File: config.mk
export PLATFORM = sky130hd
export DESIGN_NAME = fb_arbiter
export DESIGN_NICKNAME = d
export VERILOG_FILES = /design/src/rtl/fb_arbiter_pkg.sv /design/src/rtl/fb_arb_rtag.sv /design/src/rtl/fb_arbiter.sv
export SDC_FILE = /design/constraint.sdc
export NUM_CORES = 1
export LEC_CHECK = 0
export ABC_CLOCK_PERIOD_IN_PS = 2400
export BUFFER_PORTS_ARGS = -buffer_cell sky130_fd_sc_hd__buf_2
export CORE_UTILIZATION = 51
export CTS_CLUSTER_DIAMETER = 30
export DETAILED_ROUTE_END_ITERATION = 6
export PLACE_DENSITY = 0.92
export SYNTH_ARGS = -nofsm -noshare
export SYNTH_HDL_FRONTEND = slang
export SYNTH_HIERARCHICAL = 1
export SYNTH_SLANG_ARGS = --single-unit
File: constraint.sdc
create_clock -name clock -period 2.4 [get_ports clock]
set_input_delay 0.12 -clock clock [delete_from_list [all_inputs] [get_ports clock]]
set_output_delay 0.12 -clock clock [all_outputs]
set_load 0.005 [all_outputs]
File: src/rtl/fb_arbiter_pkg.sv
// Shared types and defaults for the frame-buffer arbiter.
package fb_arbiter_pkg;

  localparam int FB_ADDR_W       = 17;
  localparam int FB_DATA_W       = 12;
  localparam int FB_STARVE_LIMIT = 4;

  typedef enum logic {
    IDLE  = 1'b0,
    BURST = 1'b1
  } arb_state_t;

  // Travels with each issued read so the response can be steered two cycles later.
  typedef struct packed {
    logic cpu;
    logic disp;
    logic last;
  } rtag_t;

endpackage

File: src/rtl/fb_arb_rtag.sv
// Two-deep read-tag pipeline matching the one-cycle RAM latency plus the registered issue stage.
module fb_arb_rtag
  import fb_arbiter_pkg::*;
(
  input  logic  clock,
  input  logic  reset,
  input  rtag_t tag_in,
  output logic  cpu_rvalid,
  output logic  disp_rvalid,
  output logic  disp_done
);

  rtag_t stage1;
  rtag_t stage2;

  always_ff @(posedge clock) begin
    if (reset) begin
      stage1 <= '0;
      stage2 <= '0;
    end else begin
      stage1 <= tag_in;
      stage2 <= stage1;
    end
  end

  assign cpu_rvalid  = stage2.cpu;
  assign disp_rvalid = stage2.disp;
  assign disp_done   = stage2.disp && stage2.last;

endmodule

File: src/rtl/fb_arbiter.sv
// Frame-buffer arbiter: single-port RAM shared between CPU accesses and display bursts,
// with starvation counters bounding how long either side can be locked out.
//
// state | meaning
// IDLE  | no burst open; CPU wins unless display is urgent or starved
// BURST | display beats issuing; CPU may steal single cycles
module fb_arbiter
  import fb_arbiter_pkg::*;
#(
  parameter int ADDR_W       = FB_ADDR_W,
  parameter int DATA_W       = FB_DATA_W,
  parameter int STARVE_LIMIT = FB_STARVE_LIMIT
) (
  input  logic              clock,
  input  logic              reset,
  input  logic              cpu_req,
  input  logic              cpu_wen,
  input  logic [ADDR_W-1:0] cpu_addr,
  input  logic [DATA_W-1:0] cpu_wdata,
  output logic              cpu_stall,
  output logic [DATA_W-1:0] cpu_rdata,
  output logic              cpu_rvalid,
  input  logic              disp_req,
  input  logic [ADDR_W-1:0] disp_addr,
  input  logic [3:0]        disp_len,
  input  logic              disp_urgent,
  output logic              disp_gnt,
  output logic [DATA_W-1:0] disp_rdata,
  output logic              disp_rvalid,
  output logic              disp_done,
  output logic              fb_en,
  output logic              fb_wen,
  output logic [ADDR_W-1:0] fb_addr,
  output logic [DATA_W-1:0] fb_wdata,
  input  logic [DATA_W-1:0] fb_rdata
);

  localparam int CW = $clog2(STARVE_LIMIT + 1);
  localparam logic [CW-1:0] LIMIT = CW'(STARVE_LIMIT);

  arb_state_t        state;
  logic [ADDR_W-1:0] base;
  logic [4:0]        beats;
  logic [4:0]        idx;
  logic [CW-1:0]     cpu_wait;
  logic [CW-1:0]     disp_wait;

  logic              disp_fav;
  logic              cpu_steal;
  logic              cpu_win;
  logic              disp_win;
  logic              disp_issue;
  logic              disp_lose;
  logic              issue_last;
  logic [ADDR_W-1:0] beat_addr;
  rtag_t             tag_in;

  // Decisions are forced idle during reset so nothing issues or grants in that cycle.
  always_comb begin
    disp_fav   = disp_req && (disp_urgent || disp_wait == LIMIT);
    cpu_steal  = cpu_req && (!disp_urgent || cpu_wait == LIMIT) && (disp_wait < LIMIT);
    cpu_win    = 1'b0;
    disp_win   = 1'b0;
    disp_issue = 1'b0;
    disp_lose  = 1'b0;
    issue_last = 1'b0;
    beat_addr  = base + ADDR_W'(idx);
    if (!reset) begin
      if (state == IDLE) begin
        cpu_win    = cpu_req && !disp_fav;
        disp_win   = disp_req && !cpu_win;
        disp_issue = disp_win;
        disp_lose  = disp_req && !disp_win;
        issue_last = disp_win && (disp_len == 4'd0);
        beat_addr  = disp_addr;
      end else begin
        cpu_win    = cpu_steal;
        disp_issue = !cpu_steal;
        disp_lose  = cpu_steal;
        issue_last = !cpu_steal && (idx == beats - 5'd1);
      end
    end
  end

  assign cpu_stall  = cpu_req && !cpu_win;
  assign disp_gnt   = disp_win;
  assign cpu_rdata  = fb_rdata;
  assign disp_rdata = fb_rdata;

  always_ff @(posedge clock) begin
    if (reset) begin
      state     <= IDLE;
      base      <= '0;
      beats     <= '0;
      idx       <= '0;
      cpu_wait  <= '0;
      disp_wait <= '0;
      fb_en     <= 1'b0;
      fb_wen    <= 1'b0;
      fb_addr   <= '0;
      fb_wdata  <= '0;
    end else begin
      fb_en  <= cpu_win || disp_issue;
      fb_wen <= cpu_win && cpu_wen;
      if (cpu_win) begin
        fb_addr  <= cpu_addr;
        fb_wdata <= cpu_wdata;
      end else if (disp_issue) begin
        fb_addr <= beat_addr;
      end

      if (cpu_stall) begin
        if (cpu_wait != LIMIT) cpu_wait <= cpu_wait + 1'b1;
      end else begin
        cpu_wait <= '0;
      end

      if (disp_issue) begin
        disp_wait <= '0;
      end else if (disp_lose && disp_wait != LIMIT) begin
        disp_wait <= disp_wait + 1'b1;
      end

      if (state == IDLE) begin
        if (disp_win) begin
          base  <= disp_addr;
          beats <= 5'(disp_len) + 5'd1;
          idx   <= 5'd1;
          state <= (disp_len == 4'd0) ? IDLE : BURST;
        end
      end else if (disp_issue) begin
        idx <= idx + 5'd1;
        if (issue_last) state <= IDLE;
      end
    end
  end

  assign tag_in = '{cpu: cpu_win && !cpu_wen, disp: disp_issue, last: issue_last};

  fb_arb_rtag u_rtag (
    .clock       (clock),
    .reset       (reset),
    .tag_in      (tag_in),
    .cpu_rvalid  (cpu_rvalid),
    .disp_rvalid (disp_rvalid),
    .disp_done   (disp_done)
  );

endmodule

; Word level (Yosys, flattened, before mapping)
; Index checks and enable logic that the tools add are counted.
[word_totals]
regBits = 71
inputBits = 68
word_cells = 82
[op_classes]
add_sub_neg = 6
magnitude_cmp = 1
n_eq_ne = 6
n_mux = 21
bitwise_logic = 2
reduce_logical = 30
[op_table]
columns = op, count
row1 = 2-to-1 mux 17 bit, 3
row2 = adder 17 x 5 -> 17 bit, 1
row3 = 2-to-1 mux 1 bit, 15
row4 = 2-to-1 mux 5 bit, 3
row5 = logical AND 1 bit, 13
row6 = zero test 1 bit, 7
row7 = adder 3 x 1 -> 3 bit (second input constant), 2
row8 = equality test 3 bit (second input constant), 2
row9 = != test 3 bit (second input constant), 2
row10 = adder 4 x 1 -> 5 bit (second input constant), 1
row11 = adder 5 x 1 -> 5 bit (second input constant), 1
row12 = equality test 5 bit, 1
row13 = subtractor 5 x 1 -> 5 bit (second input constant), 1
row14 = zero test 4 bit, 1
row15 = AND reduction 2 bit, 2
row16 = nonzero test 2 bit, 2
row17 = OR reduction 2 bit, 2
row18 = logical OR 1 bit, 3
row19 = < comparator 3 bit (second input constant), 1
row20 = != test 2 x 1 -> 1 bit (second input constant), 1
row21 = inverter 1 bit, 2

; Logic depth before layout (Yosys ltp)
[logic_depth]
word_depth = 13
mapped_depth = 11
depth_no_buf = 11

; Cells and area by module
; The synthesis kept the hierarchy.
[modules_own_cells]
columns = module, n_inst, cells_each, area_each_um2
row1 = fb_arbiter, 1, 446, 3595.9
row2 = fb_arb_rtag, 1, 13, 163.9

; Worst setup path after synthesis
; Ideal clock, no wire load.
[synth_path]
kind = register to register
from = register idx[0]
to = register fb_addr[10]
arrival_ns = 1.893
required_time_ns = 2.297
path_slack_ns = 0.404
path_stages_with_launch = 9
n_path_buf = 0
period_less_slack_ns = 1.996
path_cell_list = dfxtp_1 > ha_1 > fa_1 > a21oi_1 > o22ai_1 > nand2_1 > nor2_1 > xnor2_1 > a2111oi_2
[synth_via]
elab_chain_cells = 4
[synth_rtl]
columns = element, line
row1 = start: declaration, fb_arbiter.sv:44  ; logic [4:0] idx;
row2 = start signal: assignment, fb_arbiter.sv:132  ; idx <= idx + 5'd1;
row3 = adder 17 x 5 -> 17 bit, fb_arbiter.sv:67  ; beat_addr = base + ADDR_W'(idx);
row4 = 2-to-1 mux 17 bit, fb_arbiter.sv:69  ; if (state == IDLE) begin
row5 = 2-to-1 mux 17 bit, fb_arbiter.sv:108  ; end else if (disp_issue) begin
row6 = 2-to-1 mux 17 bit, fb_arbiter.sv:105  ; if (cpu_win) begin
row7 = end signal: assignment, fb_arbiter.sv:106  ; fb_addr <= cpu_addr;
row8 = end signal: assignment, fb_arbiter.sv:109  ; fb_addr <= beat_addr;
row9 = end: declaration, fb_arbiter.sv:33  ; output logic [ADDR_W-1:0] fb_addr,
; Every way passes these cells. The select of a mux whose other input is x is not followed.
; A chain may end at the register's enable or synchronous reset.

; Final worst setup path
[layout_path]
from = register cpu_wait[0]
to = output cpu_stall
[layout_via]
elab_chain_cells = 8
[layout_rtl]
columns = element, line
row1 = start: declaration, fb_arbiter.sv:45  ; logic [CW-1:0] cpu_wait;
row2 = start signal: assignment, fb_arbiter.sv:113  ; if (cpu_wait != LIMIT) cpu_wait <= cpu_wait + 1'b1;
row3 = equality test 3 bit, fb_arbiter.sv:61  ; cpu_steal = cpu_req && (!disp_urgent || cpu_wait == LIMIT) && (disp_wait < LIMIT);
row4 = logical OR 1 bit, fb_arbiter.sv:61
row5 = logical AND 1 bit (2 in series), fb_arbiter.sv:61
row6 = 2-to-1 mux 1 bit, fb_arbiter.sv:69
row7 = 2-to-1 mux 1 bit, fb_arbiter.sv:68  ; if (!reset) begin
row8 = zero test 1 bit, fb_arbiter.sv:85  ; assign cpu_stall = cpu_req && !cpu_win;
row9 = logical AND 1 bit, fb_arbiter.sv:85
row10 = end: declaration, fb_arbiter.sv:20  ; output logic cpu_stall,
; Every way passes these cells.

==> flow_summary_export.csv <==
group,metric,value,unit
yosys,synth.net_count,541,
setup_path,cp_cell_sequence,"inv_1, ha_1, a21boi_0, o21ai_1, buf_6, nand3_2, and2_1, buf_2",
yosys,synthTopCellsByArea,"dfxtp_1 (38%), nand2_1 (8.5%), a21oi_1 (6.4%), buf_4 (4.8%), ha_1 (4.3%)",
floorplan,rows,30,
setup_path,slowest_delay,340,ps
global_route,grt_pass1_vias,3678,
timing,fmax,430,MHz
cells_and_area,diodes,0,
floorplan,initial_core_util,54.1,%
timing,drv_slew,0,
yosys,synth_area,3760,um^2
clock_tree,cts_made_buffers,9,
setup_path,crit_family,"compound AO/OA/AOI/OAI gates",
cells_and_area,finalNetCount,622,
drt,firstDrtPassIters,5,
drt,wire_per_inst,17.1,um
clock_tree,cts_root_buf,"clkbuf_8",
drt,vias,3781,
yosys,synth_cell_types,55,
floorplan,die_x,87.9,um
global_route,overflow,0,
timing,tightest_slew,610,ps
yosys,synth.avg_cell_area,8.19,um^2
setup_path,crit_slowest_cell,"dfxtp_1",
floorplan,core_area,6940,um^2
power,p_per_area,685,nW/um^2
placement,io_buffers,91,
drt,wirelength,11000,um
clock_tree,clockBufferDepth,2,
worst_hold_path,min-delay-start,"disp_len[0]",
yosys,yosysWarnings,6,
cells_and_area,fin_util,65.2,%
setup_path,crit_type,"flip-flop to output pin",
clock_tree,path_clk_slew,80,ps
setup_path,cp.required,2280,ps
global_route,grt_first_pass_wirelength,16900,um
cells_and_area,fillCellCount,526,
clock_tree,cts_sinks,71,
clock_tree,cts_tree,"yes",
cells_and_area,multi_input_area,2010,um^2
drt,post-route-drc-count,0,
floorplan,dieArea,7720,um^2
worst_hold_path,holdCritPathClass,"input pin to flip-flop",
yosys,synth-edff-count,0,
yosys,yosys.area.top_type,"dfxtp_1",
clock_tree,cts_max_level,3,
timing,setup_viol,0,
clock_tree,clock_latency,360,ps
cells_and_area,layout_common_cells,"buf_2 (91), nand2_1 (85), dfxtp_1 (71)",
yosys,synth_top_area_share,37.8,%
placement,place.detailed.hpwl,7740,um
yosys,synth_ff_type,"dfxtp_1",
yosys,synth_seq_cells,71,
yosys,netlist_instances,459,
power,ir_worst_vdd,308,uV
timing,min_period,2330,ps
setup_path,cp_num_buf_inv,3,
power,total_power,3.10,mW
outcome,status,"finished, final reports clean",
setup_path,worst_setup_path_start_kind,"flip-flop",
yosys,yosysSeqAreaShare,37.8,%
cells_and_area,drive_gt1_share,25.5,%
floorplan,die_h,87.9,um
drt,drtAntennaViolNets,0,
drt,drt_iter0_drc,482,
cells_and_area,areaGrowthSynthToFinish,20.4,%
floorplan,io_pins,128,
timing,period_share,96.9,%
power,power.leakage,1.94,nW
run,cap_violations,0,
drt,vias_per_cell,5.90,
cells_and_area,layout.cells.most_common,"buf_2",
placement,gp_congestion,0.902,
global_route,gr-usage-all-layers,28.6,%
cells_and_area,regArea,1420,um^2
timing,hold_viol_final,0,
setup_path,cp-startpoint,"cpu_wait[0]",
timing,max_slew_margin,59.1,%
setup_path,timing.rr.start,"idx[0]",
global_route,grt_max_degree,26,
setup_path,endpoint_kind,"output pin",
timing,finalClockSkew,6.98,ps
setup_path,crit_path_max_fanout,14,
global_route,antenna_found_initial,0,
setup_path,critPathArrivalTime,2210,ps
yosys,synth-async-reset-ratio,0,%
==> cell usage after synthesis (all sizes together), types with 3 or more instances <==
| library cell | n |
|---|---|
| nor3b | 3 |
| inv | 16 |
| clkbuf | 14 |
| nand3 | 16 |
| and2 | 3 |
| nor3 | 10 |
| ha | 13 |
| nor2b | 9 |
| o211ai | 4 |
| nand2 | 87 |
| buf | 31 |
| a211oi | 7 |
| a22o | 3 |
| xor2 | 11 |
| o31ai | 5 |
| nand4 | 7 |
| dfxtp | 71 |
| o221ai | 3 |
| a21boi | 3 |
| o21ai | 15 |
| a21oi | 49 |
| mux2i | 7 |
| nor2 | 24 |
| xnor2 | 18 |
==> per-layer routing <==
layer | wire [um] | vias up | global-route usage, %
met1 | 4030 | 1739 | 33.2
met2 | 5390 | 256 | 47.6
met3 | 1040 | 61 | 7.26
li1 | - | 1725 | -
met5 | 0 | - | 0
met4 | 488 | 0 | 17.3
==> state kept, by name, indices dropped and copies added, names as in the netlist, 3 cells and up <==
name / count
base: 17
fb_addr: 17
fb_wdata: 12
beats: 5
idx: 5
cpu_wait: 3
disp_wait: 3
u_rtag/stage1: 3
==> report_power, final <==
group / leakage, nW / switching [mW] / internal [mW] / total [mW]
logic: 1.23 / 0.330 / 0.250 / 0.581
registers: 0.583 / 0.0697 / 1.26 / 1.33
clock network: 0.124 / 0.467 / 0.721 / 1.19
total: 1.94 / 0.867 / 2.23 / 3.10
==> area by class of cell <==
class	count	area share [%]
multi-input combinational	327	44.5
clock buffer	11	3.12
tap	96	2.65
timing repair buffer	115	14.6
clock inverter	5	2.29
inverter	16	1.44
sequential	71	31.4
==> path summary, 6_finish.rpt <==
path	to	slack, ps	cells past startpoint
worst max-delay path	cpu_stall	70	8
worst min-delay path	beats[0]	6	2
worst max register to register	fb_addr[10]	110	8
worst min register to register	u_rtag/disp_rvalid	440	1
==> metrics by stage <==
stage	TNS [ps]	hold WS (ps)	cells	worst slack (ps)	area, um^2
2_1_floorplan	0	192	459	404	3760
3_3_place_gp	0	240	614	287	4170
3_5_place_dp	0	240	614	143	4170
4_1_cts	0	6.17	637	108	4490
5_1_grt	-5.00	4.86	641	-5.00	4530
6_report	0	6.08	641	75.0	4530
==> cells by family after synthesis <==
group | share of synthesized area [%]
AO/OA/AOI/OAI | 19.0
XOR/XNOR | 6.76
adder cells (fa/ha/maj) | 4.86
buffers and inverters | 8.85
flip-flops | 37.8
multiplexers | 1.86
AND/OR/NAND/NOR | 20.8
==> what timing repair did <==
| action | 4_1_cts | 5_1_grt |
|---|---|---|
| cloned | 0 | 0 |
| hold buffers | 7 | 1 |
| hold endpoints to repair | 7 | 1 |
| pin swaps | 0 | 1 |
| gates resized for setup | 1 | 2 |
| endpoints found under the setup margin | 1 | 2 |
| setup buffers | 0 | 3 |
Note: power is estimated with default switching activity, not from simulation.
